**src/rtl/tcp_slow_pkg.sv**
```systemverilog
// Shared definitions for the TCP receive slow path: default flow-ID width,
// TCP flag bit positions, the connection 4-tuple and the flow-setup FSM states.
package tcp_slow_pkg;

    localparam int FLOWID_W = 3;

    localparam int TCP_FLAG_SYN = 1;
    localparam int TCP_FLAG_RST = 2;
    localparam int TCP_FLAG_ACK = 4;

    typedef struct packed {
        logic [31:0] src_ip;
        logic [31:0] dst_ip;
        logic [15:0] src_port;
        logic [15:0] dst_port;
    } tcp_tuple_t;

    typedef enum logic [2:0] {
        S_INIT,
        S_IDLE,
        S_CHECK,
        S_CAM_WR,
        S_STATE_WR,
        S_SYNACK,
        S_DONE
    } flow_state_t;

    // A segment may open a flow only if it is a bare SYN (no ACK, no RST).
    function automatic logic is_syn_open(input logic [7:0] flags);
        return flags[TCP_FLAG_SYN] && !flags[TCP_FLAG_ACK] && !flags[TCP_FLAG_RST];
    endfunction

endpackage

```
**src/rtl/flowid_free_list.sv**
```systemverilog
// FIFO of unallocated flow IDs. Depth equals the number of flows, so it can
// never overflow when every ID is returned exactly once.
module flowid_free_list #(
    parameter int W = 3
) (
    input  logic         clk,
    input  logic         rst,
    input  logic         push,
    input  logic [W-1:0] push_id,
    input  logic         pop,
    output logic [W-1:0] head_id,
    output logic [W:0]   count,
    output logic         full,
    output logic         empty
);

    localparam int         DEPTH     = 1 << W;
    localparam logic [W:0] DEPTH_CNT = (W + 1)'(DEPTH);

    logic [W-1:0] mem [DEPTH];
    logic [W-1:0] wr_ptr;
    logic [W-1:0] rd_ptr;
    logic         do_push;
    logic         do_pop;

    assign full    = (count == DEPTH_CNT);
    assign empty   = (count == '0);
    assign do_push = push && !full;
    assign do_pop  = pop && !empty;
    assign head_id = mem[rd_ptr];

    // Storage array; contents are don't-care until written.
    always_ff @(posedge clk) begin
        if (do_push) begin
            mem[wr_ptr] <= push_id;
        end
    end

    // Pointers and occupancy; simultaneous push and pop leave the count alone.
    always_ff @(posedge clk) begin
        if (rst) begin
            wr_ptr <= '0;
            rd_ptr <= '0;
            count  <= '0;
        end else begin
            if (do_push) wr_ptr <= wr_ptr + 1'b1;
            if (do_pop)  rd_ptr <= rd_ptr + 1'b1;
            case ({do_push, do_pop})
                2'b10:   count <= count + 1'b1;
                2'b01:   count <= count - 1'b1;
                default: count <= count;
            endcase
        end
    end

endmodule

```
**src/rtl/tcp_rx_flow_setup.sv**
```systemverilog
// New-flow setup for the TCP receive slow path: admits bare SYNs, allocates a
// flow ID, programs the flow CAM and RX/TX state, then requests a SYN-ACK.
//
// state    | meaning
// ---------+--------------------------------------------------------------
// INIT     | load every flow ID into the free list, one per cycle
// IDLE     | accept a new-flow request
// CHECK    | admit bare SYN with a free ID (pop it) or mark for drop
// CAM_WR   | insert tuple -> flowid into the flow CAM
// STATE_WR | initialise RX and TX state; each write retires independently
// SYNACK   | request SYN-ACK transmission
// DONE     | return completion with drop flag
module tcp_rx_flow_setup #(
    parameter int          FLOWID_W = tcp_slow_pkg::FLOWID_W,
    parameter logic [31:0] ISS      = 32'h0
) (
    input  logic                clk,
    input  logic                rst,
    input  logic                slow_path_val,
    output logic                slow_path_rdy,
    input  logic [95:0]         slow_path_tuple,
    input  logic [7:0]          slow_path_flags,
    input  logic [31:0]         slow_path_seq_num,
    output logic                slow_path_done_val,
    input  logic                slow_path_done_rdy,
    output logic                drop_pkt,
    output logic                cam_wr_val,
    input  logic                cam_wr_rdy,
    output logic [95:0]         cam_wr_tuple,
    output logic [FLOWID_W-1:0] cam_wr_flowid,
    output logic                new_rx_state_wr_val,
    input  logic                new_rx_state_wr_rdy,
    output logic [FLOWID_W-1:0] new_rx_state_flowid,
    output logic [31:0]         new_rx_state_rcv_nxt,
    output logic                new_tx_state_wr_val,
    input  logic                new_tx_state_wr_rdy,
    output logic [FLOWID_W-1:0] new_tx_state_flowid,
    output logic [31:0]         new_tx_state_snd_una,
    output logic                synack_req_val,
    input  logic                synack_req_rdy,
    output logic [FLOWID_W-1:0] synack_req_flowid,
    input  logic                flow_free_val,
    output logic                flow_free_rdy,
    input  logic [FLOWID_W-1:0] flow_free_id
);

    import tcp_slow_pkg::*;

    flow_state_t         state;
    logic [FLOWID_W-1:0] init_cnt;
    tcp_tuple_t          tuple_r;
    logic                syn_open_r;
    logic [31:0]         seq_r;
    logic [FLOWID_W-1:0] flowid_r;
    logic                drop_r;

    logic                fl_push;
    logic [FLOWID_W-1:0] fl_push_id;
    logic                fl_pop;
    logic [FLOWID_W-1:0] fl_head;
    logic [FLOWID_W:0]   fl_count;
    logic                fl_full;
    logic                fl_empty;
    logic                rx_finish;
    logic                tx_finish;

    // Free-list control: INIT owns the push port, otherwise returned IDs do.
    assign flow_free_rdy = (state != S_INIT) && !fl_full;
    assign fl_push       = (state == S_INIT) || (flow_free_val && flow_free_rdy);
    assign fl_push_id    = (state == S_INIT) ? init_cnt : flow_free_id;
    assign fl_pop        = (state == S_CHECK) && syn_open_r && !fl_empty;

    // A write is finished once its valid is down or it is being accepted now.
    assign rx_finish = !new_rx_state_wr_val || new_rx_state_wr_rdy;
    assign tx_finish = !new_tx_state_wr_val || new_tx_state_wr_rdy;

    // Data buses are held at zero whenever their valid is low.
    assign cam_wr_tuple         = cam_wr_val ? tuple_r : '0;
    assign cam_wr_flowid        = cam_wr_val ? flowid_r : '0;
    assign new_rx_state_flowid  = new_rx_state_wr_val ? flowid_r : '0;
    assign new_rx_state_rcv_nxt = new_rx_state_wr_val ? (seq_r + 32'd1) : '0;
    assign new_tx_state_flowid  = new_tx_state_wr_val ? flowid_r : '0;
    assign new_tx_state_snd_una = new_tx_state_wr_val ? ISS : '0;
    assign synack_req_flowid    = synack_req_val ? flowid_r : '0;

    flowid_free_list #(
        .W (FLOWID_W)
    ) u_free_list (
        .clk     (clk),
        .rst     (rst),
        .push    (fl_push),
        .push_id (fl_push_id),
        .pop     (fl_pop),
        .head_id (fl_head),
        .count   (fl_count),
        .full    (fl_full),
        .empty   (fl_empty)
    );

    // Flow-setup sequencer with registered handshake outputs.
    always_ff @(posedge clk) begin
        if (rst) begin
            state               <= S_INIT;
            init_cnt            <= '0;
            tuple_r             <= '0;
            syn_open_r          <= 1'b0;
            seq_r               <= '0;
            flowid_r            <= '0;
            drop_r              <= 1'b0;
            slow_path_rdy       <= 1'b0;
            slow_path_done_val  <= 1'b0;
            drop_pkt            <= 1'b0;
            cam_wr_val          <= 1'b0;
            new_rx_state_wr_val <= 1'b0;
            new_tx_state_wr_val <= 1'b0;
            synack_req_val      <= 1'b0;
        end else begin
            case (state)
                S_INIT: begin
                    init_cnt <= init_cnt + 1'b1;
                    if (init_cnt == '1) begin
                        slow_path_rdy <= 1'b1;
                        state         <= S_IDLE;
                    end
                end
                S_IDLE: begin
                    if (slow_path_val) begin
                        tuple_r       <= slow_path_tuple;
                        syn_open_r    <= is_syn_open(slow_path_flags);
                        seq_r         <= slow_path_seq_num;
                        slow_path_rdy <= 1'b0;
                        state         <= S_CHECK;
                    end
                end
                S_CHECK: begin
                    if (syn_open_r && !fl_empty) begin
                        flowid_r   <= fl_head;
                        drop_r     <= 1'b0;
                        cam_wr_val <= 1'b1;
                        state      <= S_CAM_WR;
                    end else begin
                        drop_r             <= 1'b1;
                        drop_pkt           <= 1'b1;
                        slow_path_done_val <= 1'b1;
                        state              <= S_DONE;
                    end
                end
                S_CAM_WR: begin
                    if (cam_wr_rdy) begin
                        cam_wr_val          <= 1'b0;
                        new_rx_state_wr_val <= 1'b1;
                        new_tx_state_wr_val <= 1'b1;
                        state               <= S_STATE_WR;
                    end
                end
                S_STATE_WR: begin
                    if (new_rx_state_wr_val && new_rx_state_wr_rdy) new_rx_state_wr_val <= 1'b0;
                    if (new_tx_state_wr_val && new_tx_state_wr_rdy) new_tx_state_wr_val <= 1'b0;
                    if (rx_finish && tx_finish) begin
                        synack_req_val <= 1'b1;
                        state          <= S_SYNACK;
                    end
                end
                S_SYNACK: begin
                    if (synack_req_rdy) begin
                        synack_req_val     <= 1'b0;
                        slow_path_done_val <= 1'b1;
                        drop_pkt           <= drop_r;
                        state              <= S_DONE;
                    end
                end
                S_DONE: begin
                    if (slow_path_done_rdy) begin
                        slow_path_done_val <= 1'b0;
                        drop_pkt           <= 1'b0;
                        slow_path_rdy      <= 1'b1;
                        state              <= S_IDLE;
                    end
                end
                default: state <= S_INIT;
            endcase
        end
    end

    // An allocation must always find an ID waiting in the free list.
    always_ff @(posedge clk) begin
        if (!rst) begin
            assert (!(fl_pop && fl_count == '0));
        end
    end

endmodule

```
**config.mk**
```make
export PLATFORM = sky130hd
export DESIGN_NAME = tcp_rx_flow_setup
export DESIGN_NICKNAME = d
export VERILOG_FILES = /design/src/rtl/tcp_slow_pkg.sv /design/src/rtl/flowid_free_list.sv /design/src/rtl/tcp_rx_flow_setup.sv
export SDC_FILE = /design/constraint.sdc
export NUM_CORES = 1
export LEC_CHECK = 0
export CAP_MARGIN = 20
export CORE_UTILIZATION = 40
export DETAILED_ROUTE_END_ITERATION = 8
export MAX_ROUTING_LAYER = met4
export PLACE_DENSITY = 0.83
export RECOVER_POWER = 50
export SYNTH_ARGS = -nofsm -noshare
export SYNTH_HDL_FRONTEND = slang
export SYNTH_SLANG_ARGS = --single-unit
export TNS_END_PERCENT = 10
```
**constraint.sdc**
```tcl
create_clock -name clk -period 3.5 [get_ports clk]
set_clock_uncertainty 0.2 [all_clocks]
set_input_delay 0.7 -clock clk [delete_from_list [all_inputs] [get_ports clk]]
set_output_delay 0.7 -clock clk [all_outputs]
set_load 0.005 [all_outputs]
```
Word level (Yosys, flattened, before mapping)

Memories as Yosys holds them, arrays and structs flattened. A register that Yosys moved wholly into a read port is not among the register bits.
Cells that the tools add are included.

Register bits after elaboration: 153
Bits in latches: 0
RAM bits: 24
ROM bits: 0
Input port bits: 148
Word-level logic and storage cells: 125
Memories kept: 1

Add/subtract/negate cells: 6
$mul: 0
Divide/modulo/power cells: 0
Order comparisons: 0
Equality and inequality tests: 20
Shift operators: 0
Muxes and demuxes: 40
Bitwise operators: 0
Reductions and logical operators: 39

Memories:

| memory          | words | width | read ports | clocked after memory_dff | wr ports | line                   | text |
|---|---|---|---|---|---|---|---|
| u_free_list.mem | 8     | 3     | 1          | 1                        | 1        | flowid_free_list.sv:20 | `logic [W-1:0] mem [DEPTH];` |

Operators with widths:

| kind                                                                   | number |
|---|---|
| 96-bit 2-to-1 mux                                                      | 1 |
| 3-bit 2-to-1 mux                                                       | 12 |
| 32-bit by 1-bit adder with 32-bit output (second input constant)       | 1 |
| 32-bit 2-to-1 mux                                                      | 1 |
| 3-bit one-hot mux with 7 select lines                                  | 1 |
| 1-bit 2-to-1 mux                                                       | 17 |
| 2-bit != test (second input constant)                                  | 8 |
| 3-bit equality test (second input constant)                            | 4 |
| 1-bit logical AND                                                      | 12 |
| 3-bit AND reduction                                                    | 4 |
| 3-bit by 1-bit adder with 3-bit output (second input constant)         | 3 |
| 1-bit one-hot mux with 3 select lines                                  | 3 |
| 3-bit nonzero test                                                     | 3 |
| 1-bit one-hot mux with 2 select lines                                  | 4 |
| 4-bit one-hot mux with 2 select lines                                  | 1 |
| 4-bit AND reduction                                                    | 2 |
| 2-bit nonzero test                                                     | 4 |
| 3-bit by 2-bit equality test with 1-bit output (second input constant) | 2 |
| 1-bit logical NOT                                                      | 6 |
| 6-bit AND reduction                                                    | 1 |
| 4-bit by 1-bit adder with 4-bit output (second input constant)         | 1 |
| 4-bit equality test (second input constant)                            | 1 |
| 4-bit logical NOT                                                      | 1 |
| 2-bit by 1-bit != test with 1-bit output (second input constant)       | 2 |
| other kinds (7)                                                        | 10 |

Depth between registers and ports, before layout

Word-level depth: 8
Gate-level depth with buffers: 11
Mapped depth without buffers: 9

Modules after synthesis

From an unflattened synthesis, not the netlist that was laid out.

Cells, all modules: 1068
Area, all modules: 8612.0 sq um

Modules (own cells, without submodules):

| module            | times used | cells each | area each (sq um) |
|---|---|---|---|
| tcp_rx_flow_setup | 1          | 960        | 7046.8 |
| flowid_free_list  | 1          | 108        | 1565.3 |

Worst setup path before layout

No wires, ideal clock.

Path kind: register to register
Start point: reg u_free_list.count[1]
End point: reg u_free_list.count[2]
Arrival time: 2.552 ns
Data required time: 3.230 ns
Slack: 0.677 ns
Cell stages (with the launch flop): 11
Path through: dfxtp_1 clkbuf_1 or4b_2 o21ai_0 ha_1 xor2_1 ha_1 a21oi_1 xor2_1 or3_1 a21oi_1

Word-level cells in the longest chain between the ends: 8
Elaborated cells between the ends (all ways): 16

Ends and longest elaborated chain:

| item                                                                                         | line                                            | text |
|---|---|---|
| from (decl)                                                                                  | flowid_free_list.sv:12                          | `output logic [W:0] count,` |
| from (signal assigned)                                                                       | flowid_free_list.sv:49                          | `2'b10: count <= count + 1'b1;` |
| from (signal assigned)                                                                       | flowid_free_list.sv:50                          | `2'b01: count <= count - 1'b1;` |
| from (signal assigned)                                                                       | flowid_free_list.sv:51                          | `default: count <= count;` |
| 4-bit equality test                                                                          | flowid_free_list.sv:26                          | `assign full = (count == DEPTH_CNT);` |
| 1-bit logical NOT                                                                            | flowid_free_list.sv:28, tcp_rx_flow_setup.sv:68 |  |
| 1-bit logical AND                                                                            | tcp_rx_flow_setup.sv:68                         | `assign flow_free_rdy = (state != S_INIT) && !fl_full;` |
| 1-bit logical AND                                                                            | tcp_rx_flow_setup.sv:69                         | `assign fl_push = (state == S_INIT) \|\| (flow_free_val && flow_free_rdy);` |
| 1-bit logical OR                                                                             | tcp_rx_flow_setup.sv:69                         |  |
| 1-bit logical AND                                                                            | flowid_free_list.sv:28                          | `assign do_push = push && !full;` |
| 2-bit by 1-bit equality test with 1-bit output / 2-bit equality test (equally long branches) | flowid_free_list.sv:48                          | `case ({do_push, do_pop})` |
| 4-bit one-hot mux with 2 select lines / 2-bit nonzero test (equally long branches)           | n/a                                             |  |

Parallel ways exist; a longest one is shown, timed or not.
A chain may end at the register's enable or synchronous reset.

Worst setup path in the final report

Start point: reg seq_r[3]
End point: out new_rx_state_rcv_nxt[31]

Word-level cells in the longest chain between the ends: 2

Ends and longest elaborated chain:

| item                                     | line                     | text |
|---|---|---|
| from (decl)                              | tcp_rx_flow_setup.sv:53  | `logic [31:0] seq_r;` |
| from (signal assigned)                   | tcp_rx_flow_setup.sv:130 | `seq_r <= slow_path_seq_num;` |
| 32-bit by 1-bit adder with 32-bit output | tcp_rx_flow_setup.sv:81  | `assign new_rx_state_rcv_nxt = new_rx_state_wr_val ? (seq_r + 32'd1) : '0;` |
| 32-bit 2-to-1 mux                        | tcp_rx_flow_setup.sv:81  |  |
| to (decl)                                | tcp_rx_flow_setup.sv:34  | `output logic [31:0] new_rx_state_rcv_nxt,` |

No other way between the ends.

==> impl_metrics.env <==
export IMPL_finalCriticalPeriod_ps=3509
export IMPL_pwr_density_cell_nw_per_um2=415.8
export IMPL_grt_pass1_wl_microns=37230
export IMPL_worstHoldStart="tuple_r[73]"
export IMPL_status="complete, but fails checks"
export IMPL_crit_path_start_kind="register"
export IMPL_die_w_microns=148.6
export IMPL_path_class="reg -> out"
export IMPL_gp_congestion=0.8938
export IMPL_syn_instance_count=1062
export IMPL_worstReg2RegStart="state[0]"
export IMPL_fin_util_pct=58.19
export IMPL_swShare_pct=27.71
export IMPL_r2r_end="tuple_r[39]"
export IMPL_pwr_share_clk_pct=37.6
export IMPL_final_cell_area_sq_um=12230
export IMPL_cp_required_ps=2600
export IMPL_core_area_sq_um=21020
export IMPL_power_frac_seq_pct=47.4
export IMPL_dp_slack_ps=136.1
export IMPL_synth_avg_cell_area_sq_um=8.089
export IMPL_rows=53
export IMPL_max_vdd_ir_drop_uv=306.5
export IMPL_synthTopCellsByArea="dfxtp_1 (36%), nand2_1 (12%), a21oi_1 (8.7%)"
export IMPL_fp_dieH_microns=148.6
export IMPL_grt_pass1_vias=7557
export IMPL_p_sw_mw=1.409
export IMPL_yosys_area_top_type="dfxtp_1"
export IMPL_grt_usage_pct=21.83
export IMPL_clk_latency_ps=430
export IMPL_critPathArrivalTime_ps=2610
export IMPL_worst_setup_path_end_kind="primary output"
export IMPL_cts_buffer_depth=2
export IMPL_routed_via_density=5.008
export IMPL_cp_cell_sequence="nand3_2 -> or4_1 -> buf_6 -> nor4_4 -> mux2i_1 -> clkdlybuf4s50_1"
export IMPL_cts_tree="done"
export IMPL_drt_initial_drc_count=414
export IMPL_area_growth_pct=42.40
export IMPL_slew_headroom_pct=13.26
export IMPL_slew_violations=0
export IMPL_h_tree_depth=4
export IMPL_cts_sinks=180
export IMPL_ant_nets=0
export IMPL_synth_edf_count=24
export IMPL_netlist_area_sq_um=8591
export IMPL_io_buffers=290
export IMPL_ctsHoldBuffers=0
export IMPL_path_delay_family="simple AND/OR/NAND/NOR gates"
export IMPL_p_comb_share_pct=15.0
export IMPL_total_power_mw=5.086
export IMPL_violations="setup timing"
export IMPL_ys_ff_latch=180
export IMPL_placed_cell_area_sq_um=11590
export IMPL_ys_seq_area_share_pct=44.74
export IMPL_crit_buf_inv=2
export IMPL_crit_fanout=19
export IMPL_drt_first_pass_iters=4
export IMPL_ys_types=63
export IMPL_ff2ff_setup_slack_ps=280
export IMPL_dpl_hpwl_microns=16600
export IMPL_min_path_type="reg -> reg"
export IMPL_num_vias=8018
export IMPL_numCtsBuffers=17
export IMPL_yosys_warnings=0
export IMPL_synth_ff_type="dfxtp_1"
export IMPL_cp_num_cells=6
export IMPL_n_antenna_cell=0
export IMPL_worstSetupStartpoint="seq_r[3]"
export IMPL_drive_gt1_share_pct=6.561
export IMPL_leakage_nw=4.353
export IMPL_drv_cap=0
export IMPL_fmax_mhz=285.0
export IMPL_initial_core_util_pct=40.87
export IMPL_whs_path_depth=2
export IMPL_drc_errors=0
export IMPL_synth_top_cell_area_share_pct=36.35
export IMPL_grt_antenna_before_repair=0
export IMPL_slowest_delay_ps=550
export IMPL_routed_wl_microns=24000
export IMPL_setup_ws_ps=-9.358
export IMPL_gr_total_overflow=0
export IMPL_dieArea_sq_um=22070
export IMPL_grt_max_degree=102
export IMPL_period_share_pct=100.3
export IMPL_rsz0062_at_grt="yes"
export IMPL_hold_violations=0
export IMPL_fin_nets=1469
export IMPL_worst_slew_pin_slew_ps=1297
export IMPL_reg2reg_depth=6
export IMPL_num_io_pins=328
export IMPL_setup_viol=1
export IMPL_hold_end="tuple_r[73]"
export IMPL_async_reset_ff_share_pct=0
export IMPL_wl_per_cell_microns=14.99
export IMPL_cts_root_buf="clkbuf_16"
export IMPL_path_clk_slew_ps=70
export IMPL_p_int_mw=3.677
export IMPL_slowest_stage="or4_1"
## worst register-to-register path, stage by stage (launching register included)
cell      delay (ps)
dfxtp_1          470
clkbuf_1         490
nor3b_1          360
and2_1           820
buf_6            480
nand2_1          180
a21oi_1          150
## power groups by stage
stage	registers, mW	clock network [mW]	logic, mW
after floorplan	2.41	0	0.504
after global placement	2.44	0	0.768
after detailed placement	2.45	0	0.790
after CTS	2.41	1.96	0.795
after global routing	2.43	2.04	0.854
final	2.41	1.91	0.765
## synthesized netlist by cell type, types with 2 or more instances
library cell	instances
nand2_1	276
dfxtp_1	156
a21oi_1	149
and2_1	112
clkbuf_1	61
nor2_1	38
buf_4	32
edfxtp_1	24
o21ai_0	17
nand3_1	15
mux2i_1	13
buf_2	12
xor2_1	11
nand2b_1	10
ha_1	8
nand4_1	8
nor2b_1	8
or4_1	8
o31ai_1	7
or3_1	7
mux4_2	6
nor3_1	6
nor4_1	6
xnor2_1	6
inv_1	5
nor3b_1	5
mux2_2	4
a211oi_1	3
and3_1	3
o211ai_1	3
o41ai_1	3
a221oi_1	2
a311oi_1	2
and4_2	2
buf_1	2
buf_6	2
nand3b_1	2
nand4b_1	2
o2111ai_1	2
## per-layer routing
layer / up-vias / share of wire (%) / GRT usage (%)
met2: 243 / 50 / 36.99
met5: - / 0 / -
met1: 3745 / 42 / 25.19
met4: 0 / 2.3 / 8.144
met3: 38 / 5.7 / 4.724
li1: 3992 / - / -
## area by class of cell
type	instances	area, sq um
Clock buffer	19	442.9
Clock inverter	13	141.4
Fill cell	1813	8788
Inverter	6	22.52
Multi-Input combinational cell	797	4354
Sequential cell	180	3865
Tap cell	275	344.1
Timing Repair Buffer	311	3063
## per-stage QoR
step	hold WS, ps	instances	setup TNS (ps)
finish	249.9	1601	-9.358
global route	266.8	1601	-107.6
CTS	252.2	1600	-355.8
detailed placement	241.7	1568	0
global placement	236.7	1568	0
floorplan	231.7	1093	0
## state kept, by name, indices dropped and copies added (netlist names)
register and flops:
u_free_list.wr_ptr 3, flowid_r 3, u_free_list.rd_ptr 3, drop_r 1, u_free_list.count 4, slow_path_rdy 1
init_cnt 3, seq_r 32, new_tx_state_wr_val 1, slow_path_done_val 1, state 3, new_rx_state_wr_val 1
drop_pkt 1, cam_wr_val 1, u_free_list.mem 24, tuple_r 96, syn_open_r 1, synack_req_val 1
## layout by cell type, fill, tap and decap left out, drive strengths merged, types with 3 or more instances in the layout
cell type,instances
a21oi,149
mux2,4
clkinv,4
edfxtp,24
clkdlybuf4s50,253
or3,8
xnor2,6
clkinvlp,3
nor3b,5
nor4,6
o21ai,17
dfxtp,156
nor2,38
inv,11
and4,3
clkbuf,28
nand3,16
conb,32
o41ai,3
or4,8
nand4,8
a211oi,3
nor2b,8
o31ai,7
dlygate4sd3,21
nor3,7
nand2b,10
mux4,6
nand2,276
dlygate4sd2,6
o211ai,3
and3,3
ha,8
buf,15
mux2i,13
and2,113
dlymetal6s2s,7
xor2,11
## how the worst max path moves through the flow
| stage | endpoint | slack (ps) |
|---|---|---|
| floorplan | u_free_list.count[2] | 680 |
| global placement | new_rx_state_rcv_nxt[21] | 220 |
| detailed placement | new_rx_state_rcv_nxt[21] | 140 |
| CTS | new_rx_state_rcv_nxt[31] | -100 |
| global route | new_rx_state_rcv_nxt[31] | -100 |
| finish | new_rx_state_rcv_nxt[31] | -9 |
## cell families (layout without fill, tap and decap cells)
group / after synthesis / count (layout) / share of synthesized area [%]
mux: 23 / 23 / 3.612
simple gates: 520 / 520 / 29.16
flops: 180 / 180 / 44.74
compound gates: 197 / 197 / 12.61
buf+inv: 116 / 349 / 6.933
other cells: 1 / 32 / 0.04365
xor+xnor: 17 / 17 / 1.733
fa+ha+maj: 8 / 8 / 1.165
## repair_timing
item / CTS / global route
pin swaps: 0 / 1
buffers inserted: 0 / 1
endpoints found under the setup margin: 18 / 12
resized for setup: 23 / 28
(Power assumes the default switching activity.)
